<file path="config.mk">
export PLATFORM = sky130hd
export DESIGN_NAME = regfile_sequencer
export DESIGN_NICKNAME = d
export VERILOG_FILES = /design/src/rtl/regfile_sequencer.sv
export SDC_FILE = /design/constraint.sdc
export NUM_CORES = 1
export LEC_CHECK = 0
export ABC_AREA = 1
export CORE_AREA = 2 2 115 117
export CTS_CLUSTER_DIAMETER = 120
export DETAILED_ROUTE_END_ITERATION = 6
export DIE_AREA = 0 0 117 119
export GPL_ROUTABILITY_DRIVEN = 0
export GPL_TIMING_DRIVEN = 0
export PLACE_DENSITY = 0.82
export SLEW_MARGIN = 20
export SYNTH_ARGS = -nofsm -noshare
export SYNTH_HDL_FRONTEND = slang
export SYNTH_SLANG_ARGS = --single-unit
</file>
<file path="constraint.sdc">
create_clock -name clk -period 2.2 [get_ports clk]
set_input_delay 0.55 -clock clk [delete_from_list [all_inputs] [get_ports clk]]
set_output_delay 0.55 -clock clk [all_outputs]
set_load 0.1 [all_outputs]
</file>
<file path="src/rtl/regfile_sequencer.sv">
// Multi-cycle ALU sequencer for a 4 x 16-bit, 2-read/1-write register file.
// Each command runs as IDLE -> READ -> EXEC -> WRITE; the write-back port is owned here alone.
module regfile_sequencer (
  input  logic        clk,
  input  logic        reset_i,
  input  logic        cmd_valid_i,
  output logic        cmd_ready_o,
  input  logic [2:0]  cmd_op_i,
  input  logic [1:0]  cmd_rd_i,
  input  logic [1:0]  cmd_rs1_i,
  input  logic [1:0]  cmd_rs2_i,
  input  logic [15:0] cmd_imm_i,
  output logic [1:0]  rf_out1_sel_o,
  output logic [1:0]  rf_out2_sel_o,
  input  logic [15:0] rf_out1_i,
  input  logic [15:0] rf_out2_i,
  output logic [15:0] rf_in_o,
  output logic [1:0]  rf_in_sel_o,
  output logic        rf_in_en_o,
  output logic        done_o,
  output logic [15:0] result_o,
  output logic        zero_o,
  output logic        carry_o,
  output logic [1:0]  state_o
);

  // Handshake: a command transfers on a rising edge where cmd_valid_i and
  // cmd_ready_o are both high; cmd_ready_o is high only in IDLE outside reset,
  // and cmd_valid_i is ignored whenever cmd_ready_o is low.

  typedef enum logic [1:0] {
    ST_IDLE  = 2'd0,
    ST_READ  = 2'd1,
    ST_EXEC  = 2'd2,
    ST_WRITE = 2'd3
  } state_t;

  typedef enum logic [2:0] {
    OP_ADD  = 3'd0,
    OP_SUB  = 3'd1,
    OP_AND  = 3'd2,
    OP_OR   = 3'd3,
    OP_XOR  = 3'd4,
    OP_LI   = 3'd5,
    OP_ADDI = 3'd6,
    OP_MOV  = 3'd7
  } op_t;

  state_t      state_q, state_d;
  logic        capture, read_en, exec_en, write_en;

  logic [2:0]  op_q;
  logic [1:0]  rd_q, rs1_q, rs2_q;
  logic [15:0] imm_q;
  logic [15:0] a_q, b_q;
  logic [16:0] res_q;
  logic [16:0] alu_res;
  logic [1:0]  in_sel_q;
  logic [15:0] result_q;
  logic        zero_q, carry_q;

  always_comb begin
    state_d  = state_q;
    capture  = 1'b0;
    read_en  = 1'b0;
    exec_en  = 1'b0;
    write_en = 1'b0;
    unique case (state_q)
      ST_IDLE: begin
        if (cmd_valid_i) begin
          capture = 1'b1;
          state_d = ST_READ;
        end
      end
      ST_READ: begin
        read_en = 1'b1;
        state_d = ST_EXEC;
      end
      ST_EXEC: begin
        exec_en = 1'b1;
        state_d = ST_WRITE;
      end
      ST_WRITE: begin
        write_en = 1'b1;
        state_d  = ST_IDLE;
      end
      default: state_d = ST_IDLE;
    endcase
  end

  // Bit 16 carries the carry-out for ADD/ADDI and the borrow for SUB.
  always_comb begin
    alu_res = 17'd0;
    case (op_t'(op_q))
      OP_ADD:  alu_res = {1'b0, a_q} + {1'b0, b_q};
      OP_SUB:  alu_res = {1'b0, a_q} - {1'b0, b_q};
      OP_AND:  alu_res = {1'b0, a_q & b_q};
      OP_OR:   alu_res = {1'b0, a_q | b_q};
      OP_XOR:  alu_res = {1'b0, a_q ^ b_q};
      OP_LI:   alu_res = {1'b0, imm_q};
      OP_ADDI: alu_res = {1'b0, a_q} + {1'b0, imm_q};
      OP_MOV:  alu_res = {1'b0, a_q};
      default: alu_res = 17'd0;
    endcase
  end

  always_ff @(posedge clk) begin
    if (reset_i) begin
      state_q  <= ST_IDLE;
      op_q     <= 3'd0;
      rd_q     <= 2'd0;
      rs1_q    <= 2'd0;
      rs2_q    <= 2'd0;
      imm_q    <= 16'd0;
      a_q      <= 16'd0;
      b_q      <= 16'd0;
      res_q    <= 17'd0;
      in_sel_q <= 2'd0;
      result_q <= 16'd0;
      zero_q   <= 1'b0;
      carry_q  <= 1'b0;
    end else begin
      state_q <= state_d;
      if (capture) begin
        op_q  <= cmd_op_i;
        rd_q  <= cmd_rd_i;
        rs1_q <= cmd_rs1_i;
        rs2_q <= cmd_rs2_i;
        imm_q <= cmd_imm_i;
      end
      // Operands are taken before the write-back, so rd == rs sees the old value.
      if (read_en) begin
        a_q <= rf_out1_i;
        b_q <= rf_out2_i;
      end
      // The write-back select is latched here so it stays put when the next command is captured.
      if (exec_en) begin
        res_q    <= alu_res;
        in_sel_q <= rd_q;
      end
      if (write_en) begin
        result_q <= res_q[15:0];
        zero_q   <= (res_q[15:0] == 16'd0);
        carry_q  <= res_q[16];
      end
    end
  end

  assign cmd_ready_o   = (state_q == ST_IDLE) && !reset_i;
  assign rf_out1_sel_o = rs1_q;
  assign rf_out2_sel_o = rs2_q;
  assign rf_in_o       = res_q[15:0];
  assign rf_in_sel_o   = in_sel_q;
  assign rf_in_en_o    = write_en;
  assign done_o        = write_en;
  assign result_o      = result_q;
  assign zero_o        = zero_q;
  assign carry_o       = carry_q;
  assign state_o       = state_q;

  a_write_then_idle: assert property (@(posedge clk) disable iff (reset_i)
    rf_in_en_o |=> (state_q == ST_IDLE));
  a_ready_only_idle: assert property (@(posedge clk)
    cmd_ready_o |-> (state_q == ST_IDLE));

endmodule

</file>
# Word-level counts from Yosys, hierarchy flattened
# Index checks and enable logic that the tools add are counted.
[word_totals] reg_bits=96 input_bits=60 out_inout_bits=45
[op_classes] addsub=3 eq_ne=11 n_mux=8 n_bitwise=3 n_reduce_logical=5
[op_table] cell="$pmux 17 s8" count=1
[op_table] cell="$add 16x16->17" count=2
[op_table] cell="$sub 16x16->17" count=1
[op_table] cell="$and 16x16->16" count=1
[op_table] cell="$logic_not 16->1" count=1
[op_table] cell="$or 16x16->16" count=1
[op_table] cell="$xor 16x16->16" count=1
[op_table] cell="$eq 3x3->1 const B" count=4
[op_table] cell="$pmux 2 s4" count=1
[op_table] cell="$eq 3x2->1 const B" count=2
[op_table] cell="$mux 1" count=5
[op_table] cell="$eq 2x2->1 const B" count=2
[op_table] cell="$eq 3x1->1 const B" count=1
[op_table] cell="$logic_not 3->1" count=1
[op_table] cell="$eq 2x1->1 const B" count=1
[op_table] cell="$logic_not 2->1" count=1
[op_table] cell="$mux 2" count=1
[op_table] cell="$ne 2x2->1 const B" count=1
[op_table] cell="$logic_and 1x1->1" count=1
[op_table] cell="$logic_not 1->1" count=1

# Depth between registers and ports, before layout
# Gate-level depths: netlist of run 1.
[logic_depth] depth_word=2 depth_mapped=19 mapped_depth_nobuf=19

# Worst setup path after synthesis of run 1
# Ideal clock, no wire load.
[synth_timing] path_type="flip-flop to output port" from="register state_q[0], in the netlist state_o[0]" to="output cmd_ready_o" arrival_ns=2.394 required_ns=1.650 setup_slack_ns=-0.744 stages_incl_launch_ff=5 n_path_buf=0 path_cell_list="dfxtp_1 > inv_1 > ha_1 > inv_1 > nor2_1"
[synth_via] elab_chain_cells=2
[synth_rtl] element="start: declaration" line="49" text="state_t state_q, state_d;"
[synth_rtl] element="start signal: assignment" line="123" text="state_q <= state_d;"
[synth_rtl] element="$logic_not 2->1" line="149" text="assign cmd_ready_o = (state_q == ST_IDLE) && !reset_i;"
[synth_rtl] element="$logic_and 1x1->1" line="149"
[synth_rtl] element="end: declaration" line="7" text="output logic cmd_ready_o,"
# No other way between the ends.

# Final worst setup path of run 1
[layout_timing] from="register b_q[0]" to="register res_q[14]"
[layout_via] elab_chain_cells=2
[layout_rtl] element="start: declaration" line="55" text="logic [15:0] a_q, b_q;"
[layout_rtl] element="start signal: assignment" line="134" text="b_q <= rf_out2_i;"
[layout_rtl] element="$sub 16x16->17 or $add 16x16->17 (tied branches)" line="96, 95"
[layout_rtl] element="$pmux 17 s8 *" line="94" text="case (op_t'(op_q))"
[layout_rtl] element="end signal: assignment" line="138" text="res_q <= alu_res;"
[layout_rtl] element="end: declaration" line="56" text="logic [16:0] res_q;"
# Mark *: on every way between the ends. The rest lies on a longest branch, timed or not.
# A chain may end at the register's enable or synchronous reset.

==> flow_metrics.py, run 1 <==
metrics = {
    "critical_path": {
        "crit_path_end_kind": "register",
        "crit_required_ps": 2500,
        "critPathSlowestCell": "dfxtp_2",
        "start_kind": "register",
        "path_cells": "inv_4 > nand3_4 > nor2_4 > nand2_2 > buf_4 > o21ai_2 > nand3_2 > a22oi_2 > ha_4 > nand2_1 > inv_1 > nand2_1 > nand2_2 > a21oi_2 > nand2_1 > nand2_1 > nand3_1 > a21oi_1",
        "cp_max_fo": 5,
        "cpMostUsedCell": "nand2_1",
        "critPathKind": "reg2reg",
        "max_stage_delay_ps": 340,
        "cp.arrival_ps": 2970,
    },
    "clocking": {
        "htreeDepth": 3,
        "cts.sinks": 96,
        "clkLatencyLatePin_ps": 370,
        "cts_buffers": 9,
        "cts_tree": "built",
        "clock_path_buffers": 2,
        "clkSlewWorstSetupHoldPaths_ps": 80,
        "hold_buffers": 0,
        "cts_root_buf": "clkbuf_16",
    },
    "sta": {
        "rsz0062_at_grt": "yes",
        "finClkSkew_ps": 9.953,
        "relSlewSlack_pct": 34.56,
        "drv_slew": 0,
        "tightest_slew_ps": 985.5,
        "setup_viol": 16,
        "max_freq_mhz": 374.4,
        "setup_tns_ps": -4777,
        "fin_ws_ps": -471.0,
        "min_period_over_period_pct": 121.4,
        "finalHoldViolations": 0,
        "min_period_ps": 2671,
    },
    "grt": {
        "grt_max_degree": 19,
        "grtUsageMet3_pct": 7.735,
        "antenna_found_initial": 0,
        "grt_pass1_wl_mm": 33.31,
        "busiest_layer": "met2",
        "grt_use_met2_pct": 48.37,
        "grt_overflow": 0,
        "met1_usage_pct": 37.44,
        "grt_pass1_vias": 6601,
        "grtUsageTotal_pct": 30.80,
    },
    "placement": {
        "dp_hpwl_mm": 15.09,
        "io_buffers": 103,
        "place_area_um2": 7495,
        "dp.cells": 1190,
    },
    "outcome": {
        "status": "complete, but fails checks",
        "violations": "design-rule violations, negative setup slack",
    },
    "synthesis": {
        "ys_ff_latch": 96,
        "synth_edf_count": 0,
        "syn_nets": 1028,
        "yosysWarnings": 0,
        "synth_top_area_cell": "dfxtp_1",
        "syn_area_per_cell_um2": 6.693,
        "synthTopCellsByArea": "dfxtp_1 32%, ha_1 11%, nand2_1 11%",
        "yosysTopAreaCellShare_pct": 31.52,
        "synth_cells": 911,
        "syn_area_um2": 6097,
        "synth_ff_type": "dfxtp_1",
        "yosysUniqueCellTypes": 36,
        "seq_area_frac_synth_pct": 31.52,
        "synthArstFlopShare_pct": 0,
    },
    "layout": {
        "num-nets-final": 1191,
        "area_delta_synth_final_pct": 46.01,
        "final_layout_size_suffix_gt1_share_pct": 26.78,
        "num_antenna_cells": 0,
        "stdcell_area_um2": 8902,
        "finalNonFillerCells": 1255,
    },
    "floorplanning": {
        "rows": 42,
        "ios": 105,
        "dieArea_um2": 13920,
        "die_h_um": 119,
        "initial_core_util_pct": 47.36,
        "core_um2": 12870,
        "die_w_um": 117,
    },
    "power_and_ir_drop": {
        "leakage_nw": 3.996,
        "p_comb_share_pct": 67.4,
        "p_per_area_nw_per_um2": 1686,
        "pwr-share-seq_pct": 21.1,
        "switching_share_pct": 55.16,
        "power_mw": 15.01,
        "clkPwrFrac_pct": 11.4,
        "p_int_mw": 6.729,
        "ir_drop_mv": 0.8730,
        "power_switching_mw": 8.280,
    },
    "route": {
        "wl_mm": 26.21,
        "viasPerCell": 6.094,
        "drc": 58,
        "dr.first_iter.drc_count": 1205,
        "drtPass1Iterations": 7,
        "vias": 7648,
        "wl_per_cell_um": 20.88,
        "ant_nets": 0,
    },
    "worst_hold_path": {
        "hp-class": "reg2reg",
    },
    "run": {
        "max_cap_viol_count": 0,
    },
}
cells in the mapped netlist (all sizes together) (4+ instances only):
master and instances:
o22ai 10, inv 107, o21ai 113, nor4 4, a21oi 86, xor2 9
nor3 14, clkbuf 28, nand4 7, ha 56, nand2 172, nor2 118
a22oi 8, or2 4, buf 24, dfxtp 96, nand3 37, nand3b 4
sequential cells by signal, indices dropped and copies added (netlist names):
register / cells
b_q: 16
carry_o: 1
state_o: 2
op_q: 3
rf_out2_sel_o: 2
a_q: 16
result_o: 16
rf_out1_sel_o: 2
res_q: 17
rd_q: 2
rf_in_sel_o: 2
zero_o: 1
imm_q: 16
final timing paths:
path / to / slack [ps] / depth (start not counted) / from
setup / recovery: res_q[14] / -470 / 18 / b_q[0]
setup reg to reg: res_q[14] / -470 / 18 / b_q[0]
hold / removal: imm_q[0] / 480 / 2 / imm_q[0]
hold reg to reg: imm_q[0] / 480 / 2 / imm_q[0]
cell type report:
class                   instances  area [µm²]
repair buffers                152        1424
well taps                     176       220.2
multi-input cells             654        4289
flip-flops and latches         96        1943
clock inverters                 7       81.33
inverters                     109       431.7
plain buffers                  52       287.8
fillers                       926        3973
clock buffers                   9       225.2
cells by family (layout without fill, tap and decap cells):
group | Yosys count | count (layout) | synth area share [%]
flops | 96 | 96 | 31.52
simple gates | 362 | 362 | 24.71
fa+ha+maj | 57 | 57 | 11.82
buf+inv | 161 | 329 | 11.10
xor+xnor | 10 | 10 | 1.437
compound gates | 225 | 225 | 19.41
power groups by stage:
stage               combinational (mW)  clock (mW)  sequential (mW)
global placement                  7.07           0             2.98
finish                            10.1        1.72             3.17
floorplan                         4.69           0             3.62
CTS                               7.79        1.66             2.96
detailed placement                7.19           0             2.99
global route                      10.6        1.77             3.19
placed cells by master, fill, tap and decap left out, drive strengths merged:
master / count
a22oi: 8
o22ai: 10
clkbuf: 39
bufinv: 1
a221oi: 1
nand3b: 4
nor3: 14
xnor2: 1
a211oi: 1
or2: 4
fa: 1
o2bb2ai: 1
nand2: 172
a21oi: 86
a21o: 1
nand4: 7
ha: 56
o21ai: 113
clkdlybuf4s50: 58
xor2: 9
and2: 1
o2111ai: 2
nor4: 4
nor2: 118
dlygate4sd2: 26
nand3: 37
dfxtp: 96
clkinv: 3
inv: 112
buf: 72
o211ai: 1
o31ai: 1
and3: 1
clkdlybuf4s15: 18
critical path: cells and delay by family, from the launching register on:
family                     cells  cell delay (ps)
and+or+nand+nor               10              840
AOI/OAI and AO/OA              4              780
DFF                            1              340
buffers and inverters          3              340
adders and majority gates      1              270
what timing repair did:
item	4_1_cts	5_1_grt
cloned	1	1
pin swaps	46	81
buffers inserted	25	22
setup endpoints to repair	59	16
resized for setup	138	129
through the flow:
stage	worst slack [ps]	hold slack, ps	utilization [%]
2_1_floorplan	-49.84	439.0	-
3_3_place_gp	-507.6	461.7	58.21
3_5_place_dp	-531.5	470.7	58.21
4_1_cts	-293.9	480.0	63.29
5_1_grt	-655.7	491.9	69.14
6_report	-471.0	484.8	69.14
metal layers:
metal / wire length (µm) / up-vias
met5: 0 / -
met4: 2697 / 0
met3: 3308 / 252
met2: 11450 / 681
met1: 8752 / 3417
li1: - / 3298
(Power assumes the default switching activity.)
==> run 2: changes to the inputs <==
PLACE_DENSITY = 0.78   (was 0.82)
==> run 2 against run 1 <==
Against the previous run: critical path type unchanged; clock power about the same; cell count decreased by 0.64%; critical path depth shrank 1; the run ends with negative setup slack left; flip-flop and latch count stayed put.
==> flow_metrics.py, run 2 (synthesis results as in run 1) <==
metrics = {
    "sta": {
        "finalHoldViolations": 0,
        "max_freq_mhz": 377.5,
        "fin_ws_ps": -449.1,
        "drv_slew": 0,
        "finClkSkew_ps": 8.858,
        "setup_viol": 15,
        "min_period_over_period_pct": 120.4,
        "fin_hold_ws_ps": 478.4,
        "min_period_ps": 2649,
        "tightest_slew_ps": 972.6,
        "rsz0062_at_grt": "yes",
        "relSlewSlack_pct": 35.42,
    },
    "power_and_ir_drop": {
        "power_mw": 13.62,
        "leakage_nw": 3.916,
        "p_per_area_nw_per_um2": 1597,
        "ir_drop_mv": 0.7047,
    },
    "route": {
        "wl_per_cell_um": 17.30,
        "viasPerCell": 5.584,
        "dr.first_iter.drc_count": 780,
        "vias": 6963,
        "drc": 0,
        "ant_nets": 0,
        "wl_mm": 21.58,
        "drtPass1Iterations": 7,
    },
    "clocking": {
        "cts_buffers": 9,
        "cts_tree": "built",
        "clock_path_buffers": 2,
        "cts_root_buf": "clkbuf_16",
        "htreeDepth": 3,
        "clkLatencyLatePin_ps": 370,
        "cts.sinks": 96,
        "hold_buffers": 0,
        "clkSlewWorstSetupHoldPaths_ps": 80,
    },
    "placement": {
        "io_buffers": 103,
        "dp_hpwl_mm": 15.13,
    },
    "grt": {
        "antenna_found_initial": 0,
        "grt_use_met2_pct": 50.18,
        "met1_usage_pct": 39.14,
        "grt_pass1_vias": 6812,
        "grtUsageTotal_pct": 31.30,
        "grt_max_degree": 19,
        "busiest_layer": "met2",
        "grt_overflow": 0,
        "grtUsageMet3_pct": 4.733,
        "grt_pass1_wl_mm": 33.83,
    },
    "layout": {
        "area_delta_synth_final_pct": 39.89,
        "num_antenna_cells": 0,
        "final_layout_size_suffix_gt1_share_pct": 21.85,
        "final_common_cell": "nand2_1",
        "regMostFlops": "res_q",
        "largest_reg_flops": 17,
        "layout_common_cells": "141 x nand2_1, 107 x nor2_1, 105 x o21ai_0",
        "num-nets-final": 1183,
    },
    "run": {
        "max_cap_viol_count": 0,
    },
    "outcome": {
        "status": "complete, but fails checks",
        "violations": "negative setup slack",
    },
    "critical_path": {
        "cp_max_fo": 4,
        "crit_required_ps": 2510,
        "critPathKind": "reg2reg",
        "start_kind": "register",
        "cp.arrival_ps": 2960,
        "crit_path_end_kind": "register",
    },
    "floorplanning": {
        "die_h_um": 119,
        "die_w_um": 117,
        "rows": 42,
        "core_um2": 12870,
        "initial_core_util_pct": 47.36,
        "ios": 105,
        "dieArea_um2": 13920,
    },
    "worst_hold_path": {
        "hp-class": "reg2reg",
    },
}
[run 2: cell types whose count changed in the layout (fill, tap and decap cells not counted), sizes merged]
cell           delta
buf               -6
inv               -1
clkbuf            -2
dlygate4sd2       -1
clkdlybuf4s15     +1
clkinvlp          +1
[run 2: cell type report]
class	instances	area (µm²)
clock inverter	7	85.08
buffer	52	281.5
multi-input combinational	654	3991
inverter	109	434.2
sequential	96	1944
fill	1077	4345
tap	176	220.2
timing repair buffer	144	1348
clock buffer	9	225.2
[run 2: metal layers]
metal	wire, µm	vias up
li1	-	3294
met2	9880	394
met3	1665	112
met5	0	-
met4	1304	0
met1	8724	3163
[run 2: metrics by stage]
| step | setup TNS [ps] | std cells | setup slack (ps) | instance area [µm²] | utilization, % |
|---|---|---|---|---|---|
| finish | -4132 | 1247 | -449.1 | 8529 | 66.25 |
| global route | -6101 | 1247 | -558.7 | 8529 | 66.25 |
| CTS | -2126 | 1242 | -286.0 | 8366 | 64.98 |
| floorplan | -229.7 | 911 | -49.84 | 6243 | - |
| global placement | -5506 | 1190 | -498.3 | 7495 | 58.21 |
| detailed placement | -5443 | 1190 | -515.7 | 7495 | 58.21 |
[run 2: worst max-delay path, cell delays in order, from the launching register on]
cell     delay, ps
dfxtp_4        370
inv_6           80
nand3_4        110
nor2_4          90
nand2_2         80
nor3_4         220
buf_4          170
xor2_1         140
a21oi_1        100
ha_1           350
nand2_2        110
inv_2           50
a21oi_2        140
nand2_2        110
buf_4          150
a21oi_1        120
o21ai_1         80
a21oi_1        110
[run 2: what timing repair did]
action	CTS	global route
gates cloned	1	0
resized for setup	177	32
setup buffers	35	7
pin swaps	67	30
setup endpoints to repair	60	17
[run 2: final timing paths]
check | start | to | slack [ps] | cells after the start
hold / removal | zero_o | zero_o | 480 | 2
setup / recovery | b_q[0] | res_q[8] | -450 | 17
setup reg to reg | b_q[0] | res_q[8] | -450 | 17
hold reg to reg | zero_o | zero_o | 480 | 2
[run 2: report_power, final]
group	internal, mW	total [mW]	leakage [nW]	switching [mW]
clock	0.909	1.72	0.152	0.815
combinational	3.08	8.87	2.97	5.78
sequential	2.33	3.03	0.794	0.700
total	6.32	13.6	3.92	7.30
